<file path="config.mk">
export PLATFORM = sky130hd
export DESIGN_NAME = truxton2_gfx_arbiter
export DESIGN_NICKNAME = d
export VERILOG_FILES = /design/src/rtl/truxton2_gfx_arbiter.sv
export SDC_FILE = /design/constraint.sdc
export NUM_CORES = 1
export LEC_CHECK = 0
export CORE_AREA = 5 5 165 167
export CTS_CLUSTER_SIZE = 20
export DETAILED_ROUTE_END_ITERATION = 12
export DIE_AREA = 0 0 170 172
export PLACE_DENSITY = 0.74
export SKIP_CTS_REPAIR_TIMING = 1
export SKIP_LAST_GASP = 1
export SLEW_MARGIN = 20
export SYNTH_ARGS = -nofsm -noshare
export SYNTH_HDL_FRONTEND = slang
export SYNTH_SLANG_ARGS = --single-unit
export TNS_END_PERCENT = 10
</file>
<file path="constraint.sdc">
create_clock -name clk -period 2.4 [get_ports clk]
set_clock_uncertainty 0.15 [all_clocks]
set_input_delay 0.36 -clock clk [delete_from_list [all_inputs] [get_ports clk]]
set_output_delay 0.36 -clock clk [all_outputs]
set_load 0.01 [all_outputs]
</file>
<file path="src/rtl/truxton2_gfx_arbiter.sv">
`default_nettype none
// truxton2_gfx_arbiter: shares one SDRAM bank read port among four GP9001 fetch clients,
// round-robin, assembling two 16-bit bank words per 32-bit fetch into a per-client cache entry.
module truxton2_gfx_arbiter #(
    parameter int AW   = 22,
    parameter int NCLI = 4
) (
    input  logic                 clk,
    input  logic                 rst_n,
    input  logic                 flush_i,
    input  logic [NCLI-1:0]      cli_cs_i,
    input  logic [NCLI*AW-1:0]   cli_addr_i,
    output logic [NCLI-1:0]      cli_ok_o,
    output logic [NCLI*32-1:0]   cli_dout_o,
    output logic [AW-1:0]        ba_addr_o,
    output logic                 ba_rd_o,
    input  logic                 ba_ack_i,
    input  logic                 ba_dok_i,
    input  logic [15:0]          data_read_i
);
    localparam logic [1:0] S_IDLE = 2'd0;
    localparam logic [1:0] S_REQ  = 2'd1;
    localparam logic [1:0] S_DATA = 2'd2;

    logic [1:0]      state_q, state_d;
    logic [1:0]      ptr_q, gnt_q;
    logic [AW-2:0]   addr_q;
    logic            discard_q;
    logic            wcnt_q;
    logic [15:0]     lo_q;
    logic [NCLI-1:0] valid_q;
    logic [NCLI-1:0] ok_q;
    logic [AW-2:0]   tag_q  [NCLI];
    logic [31:0]     data_q [NCLI];

    logic [AW-2:0]   w_cli_tag [NCLI];
    logic [NCLI-1:0] w_addr_lsb;
    logic [NCLI-1:0] w_hit;
    logic [NCLI-1:0] w_elig;
    logic            w_any;
    logic [1:0]      w_gidx;
    logic [1:0]      w_idx;
    logic            w_fill;
    logic            w_unused_lsb;

    generate
        for (genvar i = 0; i < NCLI; i++) begin : g_cli
            assign w_cli_tag[i]  = cli_addr_i[i*AW+1 +: AW-1];
            assign w_addr_lsb[i] = cli_addr_i[i*AW];
            assign w_hit[i]      = cli_cs_i[i] & valid_q[i] & (tag_q[i] == w_cli_tag[i]);
            assign w_elig[i]     = cli_cs_i[i] & ~w_hit[i];
            assign cli_dout_o[i*32 +: 32] = data_q[i];
        end
    endgenerate

    // Fetches are 32-bit aligned, so the low address bit never reaches the cache or bank.
    assign w_unused_lsb = ^w_addr_lsb;

    // Round-robin search starting one past the last granted client.
    always_comb begin
        w_any  = 1'b0;
        w_gidx = ptr_q;
        w_idx  = ptr_q;
        for (int k = 1; k <= NCLI; k++) begin
            w_idx = ptr_q + 2'(k);
            if (!w_any && w_elig[w_idx]) begin
                w_any  = 1'b1;
                w_gidx = w_idx;
            end
        end
    end

    assign w_fill = (state_q == S_DATA) & ba_dok_i & wcnt_q;

    always_ff @(posedge clk or negedge rst_n) begin
        if (!rst_n) begin
            state_q <= S_IDLE;
        end else begin
            state_q <= state_d;
        end
    end

    always_comb begin
        state_d = state_q;
        case (state_q)
            S_IDLE:  if (w_any) state_d = S_REQ;
            S_REQ:   if (ba_ack_i) state_d = S_DATA;
            S_DATA:  if (ba_dok_i && wcnt_q) state_d = S_IDLE;
            default: state_d = S_IDLE;
        endcase
    end

    always_comb begin
        ba_rd_o   = (state_q == S_REQ);
        ba_addr_o = {addr_q, 1'b0};
        cli_ok_o  = ok_q;
    end

    always_ff @(posedge clk or negedge rst_n) begin
        if (!rst_n) begin
            ptr_q     <= 2'd3;
            gnt_q     <= 2'd0;
            addr_q    <= '0;
            discard_q <= 1'b0;
            wcnt_q    <= 1'b0;
            lo_q      <= '0;
            valid_q   <= '0;
            ok_q      <= '0;
            for (int i = 0; i < NCLI; i++) begin
                tag_q[i]  <= '0;
                data_q[i] <= '0;
            end
        end else begin
            ok_q <= w_hit;
            if (state_q == S_IDLE && w_any) begin
                gnt_q     <= w_gidx;
                ptr_q     <= w_gidx;
                addr_q    <= w_cli_tag[w_gidx];
                discard_q <= 1'b0;
            end
            // A flush during a bank transaction lets it finish but forbids the valid bit.
            if (flush_i && state_q != S_IDLE) begin
                discard_q <= 1'b1;
            end
            if (state_q == S_DATA && ba_dok_i) begin
                wcnt_q <= ~wcnt_q;
                if (!wcnt_q) begin
                    lo_q <= data_read_i;
                end
            end
            if (w_fill) begin
                tag_q[gnt_q]  <= addr_q;
                data_q[gnt_q] <= {data_read_i, lo_q};
            end
            if (flush_i) begin
                valid_q <= '0;
            end else if (w_fill && !discard_q) begin
                valid_q[gnt_q] <= 1'b1;
            end
        end
    end
endmodule
`default_nettype wire
</file>
Word level (Yosys, flattened, before mapping)
Index checks and enable logic that the tools add are counted.
- register bits after elaboration: 265
- input port bits: 113
- output and inout port bits: 155
- add/sub/neg operators: 3
- order comparisons: 9
- equality and inequality tests: 9
- multiplexer cells: 35
- bitwise operators: 22
- reductions and logical operators: 20
- operator list (kind ; number):
    128-bit bitwise mux ; 1
    84-bit bitwise mux ; 1
    21-bit equality test ; 4
    32-bit demux with 2-bit select ; 1
    21-bit two-way mux ; 3
    21-bit binary-select mux with 2-bit select ; 1
    21-bit demux with 2-bit select ; 1
    32-bit two-way mux ; 1
    2-bit by 3-bit less-than comparator with 1-bit output (second input constant) ; 5
    1-bit AND ; 14
    2-bit two-way mux ; 7
    1-bit two-way mux ; 11
    1-bit logical AND ; 10
    1-bit binary-select mux with 2-bit select ; 4
    4-bit two-way mux ; 2
    3-bit greater-or-equal comparator (second input constant) ; 2
    2-bit inverter with 3-bit output ; 2
    2-bit case mux with 3 select lines ; 1
    2-bit nonzero test ; 3
    1-bit inverter ; 5
    2-bit adder (second input constant) ; 2
    1-bit logical NOT ; 4
    2-bit by 1-bit != test with 1-bit output (second input constant) ; 2
    4-bit bitwise OR ; 1
    other kinds (10) ; 10

Longest topological paths before layout
Gate-level depths: netlist (run 1).
- word-level depth: 20
- depth in mapped cells: 10
- depth with buffers taken out: 8

Worst setup path before layout (run 1)
OpenSTA, ideal clock, no wires.
- kind: register to register
- from: register tag_q[3] (netlist name)
- to: register addr_q[0]
- setup time: 0.142 ns
- arrival time: 2.315 ns
- data required time: 2.108 ns
- setup slack: -0.208 ns
- cell stages (with the launch flop): 11
- buffers on the path: 2
- cells stage by stage: dfrtp_1 > xnor2_1 > nand4_1 > or4_4 > o31ai_4 > o22ai_1 > a211o_1 > buf_6 > buf_6 > mux2i_1 > o221ai_1
- cells in the longest elaborated chain, start to end: 20
- RTL lines (item ; RTL line ; text):
    start, declared ; 33 ; logic [AW-2:0] tag_q [NCLI];
    start signal, assigned by index ; 132 ; tag_q[gnt_q] <= addr_q;
    21-bit equality test * ; 50 ; assign w_hit[i] = cli_cs_i[i] & valid_q[i] & (tag_q[i] == w_cli_tag[i]);
    1-bit AND * ; 50 ;
    1-bit inverter * ; 51 ; assign w_elig[i] = cli_cs_i[i] & ~w_hit[i];
    1-bit AND * ; 51 ;
    1-bit binary-select mux with 2-bit select ; 66 ; if (!w_any && w_elig[w_idx]) begin
    1-bit two-way mux (not written as such) ; 66 ;
    1-bit two-way mux ; 66 ;
    1-bit logical NOT ; 66 ;
    (+3 left out) ; - ;
    1-bit logical AND ; 66 ;
    1-bit two-way mux ; 66 ;
    1-bit logical NOT ; 66 ;
    1-bit logical AND ; 66 ;
    2-bit two-way mux ; 66 ;
    2-bit inverter with 3-bit output (not written as such) ; 118 ; addr_q <= w_cli_tag[w_gidx];
    21-bit binary-select mux with 2-bit select ; 118 ;
    21-bit two-way mux (not written as such) (2 in series) ; 118 ;
    end signal, assigned ; 118 ;
    end, declared ; 27 ; logic [AW-2:0] addr_q;
Every way passes the cells marked *; elsewhere a longest branch is shown, timed or not. The select of a mux whose other input is x is not followed.
A chain may end at the register's enable or synchronous reset.

Worst setup path in the final report (run 1)
- from: register tag_q[44] (netlist name)
- to: register addr_q[7]
The elaborated chain is that of the path after synthesis.

==> results of run 1 <==
stage by stage:
step | total power, uW | utilization [%] | TNS [ps] | setup WS [ps]
after floorplan | 10800 | - | -4130 | -191
after global placement | 14300 | 58.7 | -25610 | -1030
after detailed placement | 14500 | 58.7 | -26790 | -1110
after CTS | 19000 | 62.4 | -15700 | -697
after global routing | 20100 | 63.2 | -14410 | -612
final | 19100 | 63.2 | -12700 | -554
worst reg2reg max path: cells and delay by family (launching register included):
family / cells / cell delay (ps)
AOI/OAI and AO/OA: 3 / 820
muxes: 1 / 190
and+or+nand+nor: 3 / 810
DFF: 1 / 400
xor gates and xnor gates: 1 / 270
buffers and inverters: 1 / 180
registers in the layout, summed over array words and instances (netlist names):
| signal | cells |
|---|---|
| addr_q | 21 |
| cli_dout_o | 128 |
| cli_ok_o | 4 |
| discard_q | 1 |
| gnt_q | 2 |
| lo_q | 16 |
| ptr_q | 2 |
| state_q | 2 |
| tag_q | 84 |
| valid_q | 4 |
| wcnt_q | 1 |
placed cells by master (no fill, tap or decap), types with 4 or more instances in the layout:
master	n
clkinv_2	6
buf_12	20
xnor2_1	56
nor3_1	4
nand4_1	16
nand3_1	6
mux2i_1	40
mux2_2	228
nand2_1	33
clkbuf_8	6
clkdlybuf4s50_1	261
inv_1	5
xor2_1	20
xnor2_2	9
clkbuf_1	6
dfrtp_1	263
buf_4	55
a31oi_1	4
clkbuf_16	30
nor2_1	6
o221ai_1	20
nor4_1	4
final timing paths:
path / slack, ps / endpoint / cells after the start
worst max register to register: -550 / addr_q[7] / 9
max in group asynchronous: 1140 / cli_dout_o[79] / 3
worst min-delay path: 230 / tag_q[8] / 2
worst min register to register: 350 / cli_dout_o[24] / 1
min in group clk: 270 / state_q[0] / 2
worst max-delay path: -550 / addr_q[7] / 9
final cells by class:
| class | count | area [um2] | share of cell area, % |
|---|---|---|---|
| Sequential cell | 265 | 6630 | 41.0 |
| Multi-Input combinational cell | 482 | 4680 | 28.9 |
| Timing Repair Buffer | 340 | 3490 | 21.6 |
| Clock buffer | 41 | 831 | 5.13 |
| Tap cell | 335 | 419 | 2.59 |
| Clock inverter | 11 | 114 | 0.703 |
| Inverter | 5 | 18.8 | 0.116 |
where the power goes:
part	internal, uW	total, uW	switching (uW)	leakage (uW)
clock network	2610	4390	1780	0.000464
logic	4210	7100	2890	0.00335
registers	6170	7560	1390	0.00351
total	13000	19100	6060	0.00733
logic make-up (layout without fill, tap and decap cells):
| family | count (synthesis) | count (layout) | share of synthesized area [%] |
|---|---|---|---|
| muxes | 270 | 270 | 26.4 |
| buffers and inverters | 40 | 397 | 1.76 |
| xor gates and xnor gates | 85 | 85 | 6.57 |
| DFF | 265 | 265 | 58.5 |
| and+or+nand+nor | 85 | 85 | 3.74 |
| other | 1 | 1 | 0.0331 |
| AOI/OAI and AO/OA | 41 | 41 | 3.00 |
layer usage:
layer  track usage, %  part of all wire, %
met4             6.15                  2.2
met3             8.78                   11
met5                0                0.021
met1             28.6                   41
met2             36.4                   46
==> out/results.tsv, run 1 <==
metric	value	unit
WS Path Type	flop to flop	
CP required	2650	ps
top post-synthesis cells by count	dfrtp_1, mux2_2, xnor2_1	
Crit. End Element	flop	
Filler cells	1947	
Yosys top cell by area	dfrtp_1	
placed instance count	1424	
Mapped Cells	787	
failing checks	setup timing	
most common cell in the netlist	dfrtp_1	
Syn Std Cell Area	0.0113	mm2
Setup WS post-layout	-554	ps
vias in the first global route	8532	
DIE HEIGHT	172	um
worst skew pair latency	530	ps
clock sinks	265	
top post-synthesis cells by area	dfrtp_1, mux2_2, xnor2_1	
wire per inst	22.4	um
GRT overflow	0	
Reg-to-Reg Start	tag_q[44]	
Yosys top cell area share	58.1	%
Final Non-Filler Cells	1479	
Pins Over Slew Limit	0	
Core ar.	0.0256	mm2
WP data arrival	3200	ps
CTS clk-pin slew, worst paths	60	ps
post-DR vias/cell	5.26	
PortBufs	262	
ratio of cells with drive above 1 in the final layout	33.5	%
Syn Nets	900	
worst path bufs/invs	1	
register area share after synthesis	58.5	%
Tmin final	2950	ps
Yosys reg bits	265	
post-synth cell types	40	
Critical path origin	tag_q[44]	
Hold Vio Cnt, Final	0	
Worst Max-Slew Pin Slew	558	ps
nets	1236	
Hold WC Path Type	input port to asynchronous set/reset pin	
H-tree Lvls	1	
num rows	59	
CTS tree	done	
initial core utilization	44.2	%
Diodes inserted	0	
GPL Wtd Cong	0.910	
Mean Syn Cell Area	14.4	um2
Setup Viol. Count Final	26	
Syn. warnings	0	
crit-path leading delay family	compound AO/OA/AOI/OAI gates	
status	complete, but fails checks	
Top FF cell, synth	dfrtp_1	
post-synthesis async set-or-reset flop share	100	%
GRT Util Overall	22.5	%
DRT Pass-1 Iters	5	
Max IR drop VDD	0.729	mV
Routed Antenna Nets	0	
global-route wire length before repair	51200	um
drt first-iter violations	406	
critical path's slowest cell	or4_4	
fin crit share	123	%
max_cap viols	0	
P&R area growth vs syn	42.8	%
Die Wd	170	um
root buffer cell	clkbuf_16	
RSZ-0062 raised after global routing	true	
CTS Buffer Depth	3	
Crit Path Max Fanout	11	
Final Cell Area	0.0162	mm2
Pwr Density	1180	mW/mm2
initial antenna violation count	1	
leakage	0.00733	uW
DP Area	0.0150	mm2
Slew headroom	62.8	%
DRC	0	
DR vias	7775	
DP Wirelength	24000	um
Post-synth EDFFs	0	
Die Footprint	0.0292	mm2
pin count of the biggest net entering global routing	68	
cts bufs inserted	29	
fmax	339	MHz
crit path cell chain	xnor2_2 > nand4_1 > or4_4 > o31ai_4 > nor3b_2 > a211o_4 > buf_12 > mux2i_2 > o221ai_1	
drt total wl	33200	um
CP Launch Type	flop	
Ports	268	
hold slack	231	ps
CP peak stage delay	560	ps
Note: power is estimated with default switching activity, not from simulation.
==> run 2, diff against run 1 <==
Settings changed: GPL_ROUTABILITY_DRIVEN from default to 0.
==> results of run 2 <==
The final DEF is identical to that of run 1; final timing and power are the same.
==> run 3, diff against run 2 <==
Settings changed: CELL_PAD_IN_SITES_DETAIL_PLACEMENT from default to 2, CELL_PAD_IN_SITES_GLOBAL_PLACEMENT from default to 2, CORE_AREA 5 5 165 167 to 5 5 198 200, DIE_AREA 0 0 170 172 to 0 0 203 205.
Clock period 2.4 ns to 2.5 ns, I/O delays scaled along.
==> out/results.tsv, run 3 (same netlist as run 1, synthesis figures left out) <==
metric	value	unit	change
Setup Viol. Count Final	26		unchanged
critical path's slowest cell	or4_4		
WS Path Type	flop to flop		
DRT Pass-1 Iters	4		-1
Final Cell Area	0.0167	mm2	+3.1%
global-route wire length before repair	60100	um	+17%
DR vias	8021		+3.2%
Slew headroom	65.0	%	+2.3 points
DIE HEIGHT	205	um	+19%
Hold WC Path Type	input port to asynchronous set/reset pin		
PortBufs	262		unchanged
CTS tree	done		
Core Util, Final	44.8	%	-18 points
max_cap viols	0		unchanged
H-tree Lvls	1		unchanged
WP data arrival	3310	ps	+110 ps
fin crit share	121	%	-2.3 points
drt first-iter violations	262		-35%
CP required	2790	ps	+140 ps
max FFs per register	128		unchanged
initial core utilization	30.4	%	-14 points
drt total wl	41300	um	+25%
Core ar.	0.0372	mm2	+45%
vias in the first global route	9229		+8.2%
Routed Antenna Nets	0		unchanged
worst skew pair latency	570	ps	+40 ps
Worst Max-Slew Pin Slew	524	ps	-34.0 ps
DP Area	0.0153	mm2	+1.7%
clock sinks	265		unchanged
ratio of cells with drive above 1 in the final layout	36.0	%	+2.5 points
Die Wd	203	um	+19%
failing checks	setup timing		
most frequent cells in the layout	dfrtp_1, clkdlybuf4s50_1, mux2_2		
Hold Vio Cnt, Final	0		unchanged
status	complete, but fails checks		
Die Footprint	0.0416	mm2	+42%
crit-path leading delay family	compound AO/OA/AOI/OAI gates		
GRT Util Overall	18.8	%	-3.7 points
GRT overflow	0		unchanged
cts bufs inserted	30		+3.4%
commonest non-fill, non-tap cell in the layout	dfrtp_1		
P&R area growth vs syn	47.2	%	
reg2reg setup slack	-520	ps	+30 ps
Final Non-Filler Cells	1636		+11%
leakage	0.00744	uW	+1.5%
Setup WS post-layout	-520	ps	+33.5 ps
initial antenna violation count	0		-1
CP peak stage delay	560	ps	about the same
CTS Buffer Depth	3		unchanged
Max IR drop VDD	0.665	mV	-8.8%
Ports	268		unchanged
fmax	331	MHz	-2.2%
CP Launch Type	flop		
crit path cell chain	xnor2_1 > buf_4 > nand4_1 > or4_4 > o31ai_4 > nor3b_1 > a211o_4 > clkbuf_16 > mux2i_2 > o221ai_2		
Pins Over Slew Limit	0		unchanged
DP Wirelength	28700	um	+20%
num rows	71		+20%
Diodes inserted	0		unchanged
pin count of the biggest net entering global routing	70		+2.9%
placed instance count	1573		+10%
nets	1251		+1.2%
post-DR vias/cell	4.90		-6.7%
wire per inst	25.3	um	+13%
root buffer cell	clkbuf_16		
Crit Path Max Fanout	8		-3
Crit. End Element	flop		
RSZ-0062 raised after global routing	true		
Pwr Density	1160	mW/mm2	-1.7%
Tmin final	3020	ps	+66.5 ps
DRC	0		unchanged
CTS clk-pin slew, worst paths	60	ps	about the same
worst path bufs/invs	2		+1
run 3: changes by cell type in the layout (fill, tap and decap cells not counted), sizes merged:
cell | previous run | this run
buf | 77 | 90
bufinv | 2 | 1
clkbuf | 42 | 51
clkinv | 7 | 5
clkinvlp | 2 | 1
run 3: power breakdown:
group	leakage, uW	switching, uW	total (uW)	internal [uW]
registers	0.00351	1400	7320	5930
clock network	0.000485	1810	4420	2610
logic	0.00344	3260	7570	4320
total	0.00744	6460	19300	12800
run 3: metrics by stage:
step / setup TNS, ps / hold WS (ps) / setup WS (ps) / power, uW
floorplan: -1970 / -70.6 / -96.2 / 10400
global placement: -26020 / 211 / -1020 / 14000
detailed placement: -28500 / 215 / -1180 / 14300
CTS: -15320 / -386 / -683 / 19000
global route: -13580 / 240 / -605 / 20300
finish: -10990 / 214 / -520 / 19300
run 3: final timing paths:
path	startpoint	depth (start not counted)	endpoint
setup / recovery	tag_q[53]	10	addr_q[11]
setup reg to reg	tag_q[53]	10	addr_q[11]
hold / removal	rst_n	2	tag_q[28]
min in group clk	ba_ack_i	2	state_q[0]
hold reg to reg	cli_dout_o[75]	1	cli_dout_o[75]
max in group asynchronous	rst_n	3	cli_dout_o[10]
run 3: final cells by class:
| cell class | instances | area [um2] |
|---|---|---|
| tap | 474 | 593 |
| timing repair buffer | 354 | 3610 |
| sequential | 265 | 6630 |
| fill | 3568 | 20500 |
| multi-input combinational | 482 | 4840 |
| inverter | 5 | 18.8 |
| clock inverter | 7 | 62.6 |
| clock buffer | 49 | 923 |
run 3: metal layers:
layer | part of all wire (%) | vias up | global-route usage, %
li1 | - | 3513 | -
met1 | 40 | 4200 | 23.1
met2 | 49 | 262 | 32.0
met3 | 8.9 | 46 | 6.93
met4 | 2.4 | 0 | 4.27
met5 | 0 | - | 0
